**src/rtl/lfsr_pkg.sv**
```systemverilog
// Shared LFSR definitions: maximal tap masks, parameter limits and the single-shift equation.
package lfsr_pkg;

  localparam int unsigned LFSR_WIDTH_MIN = 3;
  localparam int unsigned LFSR_WIDTH_MAX = 32;

  localparam logic [7:0]  TAPS_8  = 8'hB8;
  localparam logic [15:0] TAPS_16 = 16'hB400;
  localparam logic [31:0] TAPS_32 = 32'h80200003;

  // Fibonacci shift-left with XOR feedback into bit 0; width trims the result so one
  // 32-bit function serves every legal WIDTH.
  function automatic logic [31:0] lfsr_shift(input logic [31:0] state,
                                             input logic [31:0] taps,
                                             input int unsigned width);
    logic [31:0] mask;
    mask = (width >= 32) ? '1 : ((32'd1 << width) - 32'd1);
    return ((state << 1) | {31'd0, ^(state & taps)}) & mask;
  endfunction

endpackage

```
**src/rtl/lfsr_prng_param_step.sv**
```systemverilog
// Combinational unroll of STEP single LFSR shifts.
module lfsr_step_unroll
  import lfsr_pkg::*;
#(
  parameter int unsigned      WIDTH = 8,
  parameter logic [WIDTH-1:0] TAPS  = 8'hB8,
  parameter int unsigned      STEP  = 1
) (
  input  logic [WIDTH-1:0] state_i,
  output logic [WIDTH-1:0] state_o
);

  logic [31:0] s;

  always_comb begin
    s = 32'(state_i);
    for (int unsigned i = 0; i < STEP; i++) begin
      s = lfsr_shift(s, 32'(TAPS), WIDTH);
    end
    state_o = s[WIDTH-1:0];
  end

endmodule

```
**src/rtl/lfsr_prng_param.sv**
```systemverilog
// Parametrised Fibonacci LFSR with STEP shifts per enable, protected seed load and period monitor.
module lfsr_prng_param
  import lfsr_pkg::*;
#(
  parameter int unsigned      WIDTH = 8,
  parameter logic [WIDTH-1:0] TAPS  = 8'hB8,
  parameter logic [WIDTH-1:0] SEED  = 8'h01,
  parameter int unsigned      STEP  = 1
) (
  input  logic             clk,
  input  logic             reset,
  input  logic             en,
  input  logic             load,
  input  logic [WIDTH-1:0] seed_in,
  output logic [WIDTH-1:0] random_out,
  output logic             valid,
  output logic             period_done,
  output logic [WIDTH-1:0] period_cnt,
  output logic             seed_err
);

  if (SEED == '0) begin : g_seed_chk
    $error("lfsr_prng_param: SEED must be nonzero");
  end
  if (WIDTH < LFSR_WIDTH_MIN || WIDTH > LFSR_WIDTH_MAX) begin : g_width_chk
    $error("lfsr_prng_param: WIDTH out of range 3..32");
  end
  if (STEP < 1 || STEP > WIDTH) begin : g_step_chk
    $error("lfsr_prng_param: STEP out of range 1..WIDTH");
  end

  logic [WIDTH-1:0] state_q, state_d;
  logic [WIDTH-1:0] start_q, start_d;
  logic [WIDTH-1:0] cnt_q, cnt_d;
  logic             valid_q, valid_d;
  logic             done_q, done_d;
  logic             err_q, err_d;
  logic [WIDTH-1:0] adv;

  lfsr_step_unroll #(
    .WIDTH (WIDTH),
    .TAPS  (TAPS),
    .STEP  (STEP)
  ) u_step (
    .state_i (state_q),
    .state_o (adv)
  );

  always_comb begin
    state_d = state_q;
    start_d = start_q;
    cnt_d   = cnt_q;
    valid_d = valid_q;
    done_d  = 1'b0;
    err_d   = err_q;
    if (load) begin
      // A zero seed would lock the register at zero, so fall back to SEED and flag it.
      if (seed_in == '0) begin
        state_d = SEED;
        start_d = SEED;
        err_d   = 1'b1;
      end else begin
        state_d = seed_in;
        start_d = seed_in;
      end
      cnt_d   = '0;
      valid_d = 1'b1;
    end else if (en) begin
      state_d = adv;
      valid_d = 1'b1;
      if (adv == start_q) begin
        done_d = 1'b1;
        cnt_d  = '0;
      end else begin
        cnt_d  = cnt_q + WIDTH'(1);
      end
    end
  end

  always_ff @(posedge clk or negedge reset) begin
    if (!reset) begin
      state_q <= SEED;
      start_q <= SEED;
      cnt_q   <= '0;
      valid_q <= 1'b0;
      done_q  <= 1'b0;
      err_q   <= 1'b0;
    end else begin
      state_q <= state_d;
      start_q <= start_d;
      cnt_q   <= cnt_d;
      valid_q <= valid_d;
      done_q  <= done_d;
      err_q   <= err_d;
    end
  end

  assign random_out  = state_q;
  assign valid       = valid_q;
  assign period_done = done_q;
  assign period_cnt  = cnt_q;
  assign seed_err    = err_q;

endmodule

```
**config.mk**
```make
export PLATFORM = sky130hd
export DESIGN_NAME = lfsr_prng_param
export DESIGN_NICKNAME = d
export VERILOG_FILES = /design/src/rtl/lfsr_pkg.sv /design/src/rtl/lfsr_prng_param_step.sv /design/src/rtl/lfsr_prng_param.sv
export SDC_FILE = /design/constraint.sdc
export NUM_CORES = 1
export LEC_CHECK = 0
export ABC_CLOCK_PERIOD_IN_PS = 2100
export CORE_ASPECT_RATIO = 1.1
export CORE_UTILIZATION = 49
export DETAILED_ROUTE_END_ITERATION = 7
export GPL_TIMING_DRIVEN = 0
export HOLD_SLACK_MARGIN = 0.02
export PLACE_DENSITY = 0.79
export SLEW_MARGIN = 20
export SYNTH_ARGS = -nofsm -noshare
export SYNTH_HDL_FRONTEND = slang
export SYNTH_SLANG_ARGS = --single-unit
```
**constraint.sdc**
```tcl
create_clock -name clk -period 2.1 [get_ports clk]
set_input_delay 0.21 -clock clk [delete_from_list [all_inputs] [get_ports clk]]
set_output_delay 0.21 -clock clk [all_outputs]
set_load 0.02 [all_outputs]
```
=== Word level (Yosys, flattened, before mapping) ===
Index checks and enable logic that the tools add are counted.

* Bits of input ports: 12
* Register bits: 27
* Output and inout port bits: 19
* Word-level logic and storage cells: 24

* Muxes and demuxes: 11
* Bitwise operators: 1
* Reduce and logical (&&, ||, !) cells: 4
* Equal/unequal tests: 1
* Add/sub/neg operators: 1

{| class="wikitable"
|+ Operators by type and width
! kind !! number
|-
| 2-to-1 mux 8 bit || 6
|-
| parity 32 bit || 1
|-
| adder 8 x 1 -> 8 bit (second input constant) || 1
|-
| equality test 8 bit || 1
|-
| zero test 8 bit || 1
|-
| OR 8 x 1 -> 8 bit || 1
|-
| 2-to-1 mux 1 bit || 5
|-
| AND reduction 2 bit || 1
|-
| nonzero test 2 bit || 1
|}

=== Longest topological paths before layout ===
* Word-level depth: 6
* Depth in mapped cells: 5

=== By module ===
From an unflattened synthesis, not the netlist that was laid out.

* Cell total of the unflattened synthesis: 134
* Area, all modules: 1366.3 um^2

{| class="wikitable"
|+ By module, submodules not included
! module !! times used !! area an instance (um^2) !! cells each
|-
| lfsr_prng_param || 1 || 1287.5 || 124
|-
| lfsr_step_unroll || 1 || 78.8 || 10
|}

=== Least setup slack after synthesis ===
OpenSTA, ideal clock, no wires.

* Path kind: flip-flop to flip-flop
* From: register state_q[3] (netlist: random_out[3])
* To: register cnt_q[5] (netlist: period_cnt[5])
* Buffers on the path: 0
* Clock period less this slack: 1.685 ns
* Setup slack: 0.415 ns
* Stages on the path, launching flop included: 5
* Arrival time: 1.548 ns
* Setup time: 0.137 ns
* Cell sequence: dfrtp_1 xnor2_2 xnor3_2 o41ai_4 nor3_2

* Longest elaborated chain between the ends: 6

{| class="wikitable"
|+ RTL lines
! item !! line !! RTL
|-
| start, declared || lfsr_prng_param.sv:32 || <nowiki>logic [WIDTH-1:0] state_q, state_d;</nowiki>
|-
| start signal, assigned || lfsr_prng_param.sv:89 || <nowiki>state_q <= state_d;</nowiki>
|-
| parity 32 bit || lfsr_pkg.sv:18 || <nowiki>return ((state << 1) | {31'd0, ^(state & taps)}) & mask;</nowiki>
|-
| OR 8 x 1 -> 8 bit * || lfsr_pkg.sv:18 ||
|-
| equality test 8 bit * || lfsr_prng_param.sv:71 || <nowiki>if (adv == start_q) begin</nowiki>
|-
| 2-to-1 mux 8 bit * || lfsr_prng_param.sv:71 ||
|-
| 2-to-1 mux 8 bit * || lfsr_prng_param.sv:68 || <nowiki>end else if (en) begin</nowiki>
|-
| 2-to-1 mux 8 bit * || lfsr_prng_param.sv:56 || <nowiki>if (load) begin</nowiki>
|-
| end signal, assigned || lfsr_prng_param.sv:91 || <nowiki>cnt_q <= cnt_d;</nowiki>
|-
| end, declared || lfsr_prng_param.sv:34 || <nowiki>logic [WIDTH-1:0] cnt_q, cnt_d;</nowiki>
|}

Every way passes the cells marked *; elsewhere a longest branch is shown, timed or not. The select of a mux whose other input is x is not followed.
A chain may end at the register's enable or synchronous reset.

=== Worst setup path in the final report ===
* From: register state_q[3] (netlist: random_out[3])
* To: register cnt_q[4] (netlist: period_cnt[4])

Same word-level chain as after synthesis.

==> flow_summary.toml <==
[clocking]
clock_latency_ns = 0.33
clk_pin_slew_worst_paths_ns = 0.16
cts_tree = "yes"
cts_sinks = 27
cts_resized = 0
htreeDepth = 1
numCtsBuffers = 3
clock-root-buffer = "clkbuf_4"
cts_buffer_depth = 2

[detailed_routing]
via_per_inst = 5.511
drt_iter0_drc = 19
drt_wl_total_um = 2854
drtAntennaViolNets = 0
drc = 0
wire_per_inst_um = 15.02
firstDrtPassIters = 5
via_count = 1047

[sta]
min_period_ns = 1.806
fin_skew_ns = 0.01117
tightest_slew_ns = 0.6115
max_freq_mhz = 553.7
slew_headroom_pct = 59.23
finalHoldViolCount = 0
finalSetupViolations = 0
drv_slew = 0
finalCritPeriodShare_pct = 85.99
fin_ws_ns = 0.2941
finalSetupTns_ns = 0
rsz0062_at_grt = "false"

[yosys]
synthArstFlopShare_pct = 100.0
avgSynthCellArea_um2 = 10.48
netlist_top_cells_count = "dfrtp_1, o21ai_0, inv_1, nand2_1, nor2_1"
seq_area_frac_synth_pct = 51.37
synth_area_leaders = "dfrtp_1, mux2i_1, o21ai_0, xnor2_1, dfstp_2"
synth_area_leader_cell = "dfrtp_1"
netlist_instances = 126
post-synth-top-count-cell = "dfrtp_1"
ys_seq_elements = 27
synth.distinct_cells = 28
synth_ff_type = "dfrtp_1"
syn_nets = 139
synth_edf_count = 0
syn_area_um2 = 1320
synth_top_area_share_pct = 47.39
yosys_warnings = 0

[die]
initial_utilization_pct = 52.38
die_y_um = 56.44
die_w_um = 51.49
core_area_um2 = 2520
num_rows = 19
dieArea_um2 = 2906
io_pins = 31

[grt]
grt_pass1_wl_um = 4692
grt_usage_pct = 21.71
grt_pass1_vias = 1061
grt_overflow = 0
grt_antenna_before_repair = 0
grt_start_max_net_pins = 28

[worst_hold_path]
hold_path_startpoint = "load"
worst_hold_path_type = "in -> reg"

[power]
power_frac_seq_pct = 53.6
powerDensity_nw_per_um2 = 677.1
clkPwrFrac_pct = 20.6
total_leakage_power_nw = 0.7516
vdd_drop_max_mv = 0.4575
combinationalPowerShare_pct = 25.9
p_switching_mw = 0.3583
p_int_mw = 0.7735
swShare_pct = 31.65

[worst_setup_path]
cp_max_fo = 6
startpoint_type = "flop"
crit_chain = "xnor2_2 -> xnor3_2 -> o41ai_4 -> nor2_1"
cp.required_ns = 2.31
critPathTopFamily = "XOR/XNOR gates"
crit_slowest_cell = "dfrtp_1"
crit_type = "reg -> reg"
end_kind = "flop"
slowest_delay_ns = 0.49
r2r_start = "random_out[3]"
critPathBufInv = 0
crit_start = "random_out[3]"
worstPathArrival_ns = 2.02

[finish]
drive_gt1_share_pct = 7.547
final_cells = 190
nNetsFinal = 173
area_growth_pct = 26.63
n_antenna_cell = 0
utilization_pct = 66.34

[run_status]
status = "finished, final reports clean"

[flow_run]
cap_viol_max_count = 0

[placed_design]
place_ws_ns = 0.2714
place_inst = 185
place_congestion = 0.8048
port_buffers = 28
dp_hpwl_um = 2115
-- stage by stage --
step	area (um^2)	hold slack (ns)	power, mW
after global placement	1639	0.4514	0.8980
after global routing	1672	0.3610	1.181
after floorplan	1320	-0.08559	0.7867
final	1672	0.3517	1.132
after detailed placement	1634	0.2561	0.9070
after CTS	1672	0.3325	1.136
-- tightest hold or removal path: cells and delay by family --
family | cells | cell delay (ns)
compound gates | 1 | 0.07
buf+inv | 1 | 0.23
simple gates | 1 | 0.15
-- path summary, 6_finish.rpt --
path / slack (ns) / to / cells after the start
worst max-delay path: 0.29 / period_cnt[4] / 4
worst min-delay path: 0.35 / random_out[2] / 3
worst max register to register: 0.29 / period_cnt[4] / 4
worst min register to register: 0.50 / seed_err / 1
max in group asynchronous: 1.30 / start_q[7] / 2
min in group asynchronous: 0.40 / seed_err / 2
-- state kept, by name, indices dropped and copies added, names as in the netlist --
register     cells
period_done      1
valid            1
random_out       8
period_cnt       8
seed_err         1
start_q          8
-- cells by family after synthesis --
family,synth area share [%]
and+or+nand+nor,12.99
DFF,51.37
AOI/OAI and AO/OA,11.66
xor gates and xnor gates,12.32
buffers and inverters,4.644
muxes,6.067
adders and majority gates,0.9477
-- layer usage --
metal / global-route usage [%] / share of wire [%]
met1: 27.71 / 45
met2: 37.66 / 51
met3: 2.439 / 3.4
met4: 6.950 / 0.81
met5: 0 / 0
-- cells in the final DEF (no fill, tap or decap), drive strengths merged, types with 2 or more instances in the layout --
cell type,count
a21oi,2
and3,3
buf,2
clkbuf,7
clkdlybuf4s50,27
dfrtp,25
dfstp,2
inv,11
mux2i,8
nand2,11
nand3,2
nand4,5
nor2,9
nor3,2
o21ai,16
xnor2,9
xor2,6
-- repair_timing --
action / CTS / global route
endpoints found under the hold margin: 25 / 0
buffers inserted: 0 / 0
hold buffers: 1 / 0
-- power by group through the flow --
stage / clock network, mW / registers, mW / logic (mW)
finish: 0.233 / 0.606 / 0.293
global route: 0.254 / 0.613 / 0.315
CTS: 0.236 / 0.607 / 0.294
detailed placement: 0 / 0.616 / 0.291
global placement: 0 / 0.614 / 0.284
floorplan: 0 / 0.640 / 0.146
-- final cells by class --
type                            count  area (um^2)
Buffer                              5        20.02
Clock buffer                        3        22.52
Clock inverter                      1        5.005
Fill cell                         226        848.3
Inverter                           11        41.29
Multi-Input combinational cell     83        580.6
Sequential cell                    27        678.2
Tap cell                           31        38.79
Timing Repair Buffer               29        285.3
No activity file was read; power rests on OpenSTA's default activity.
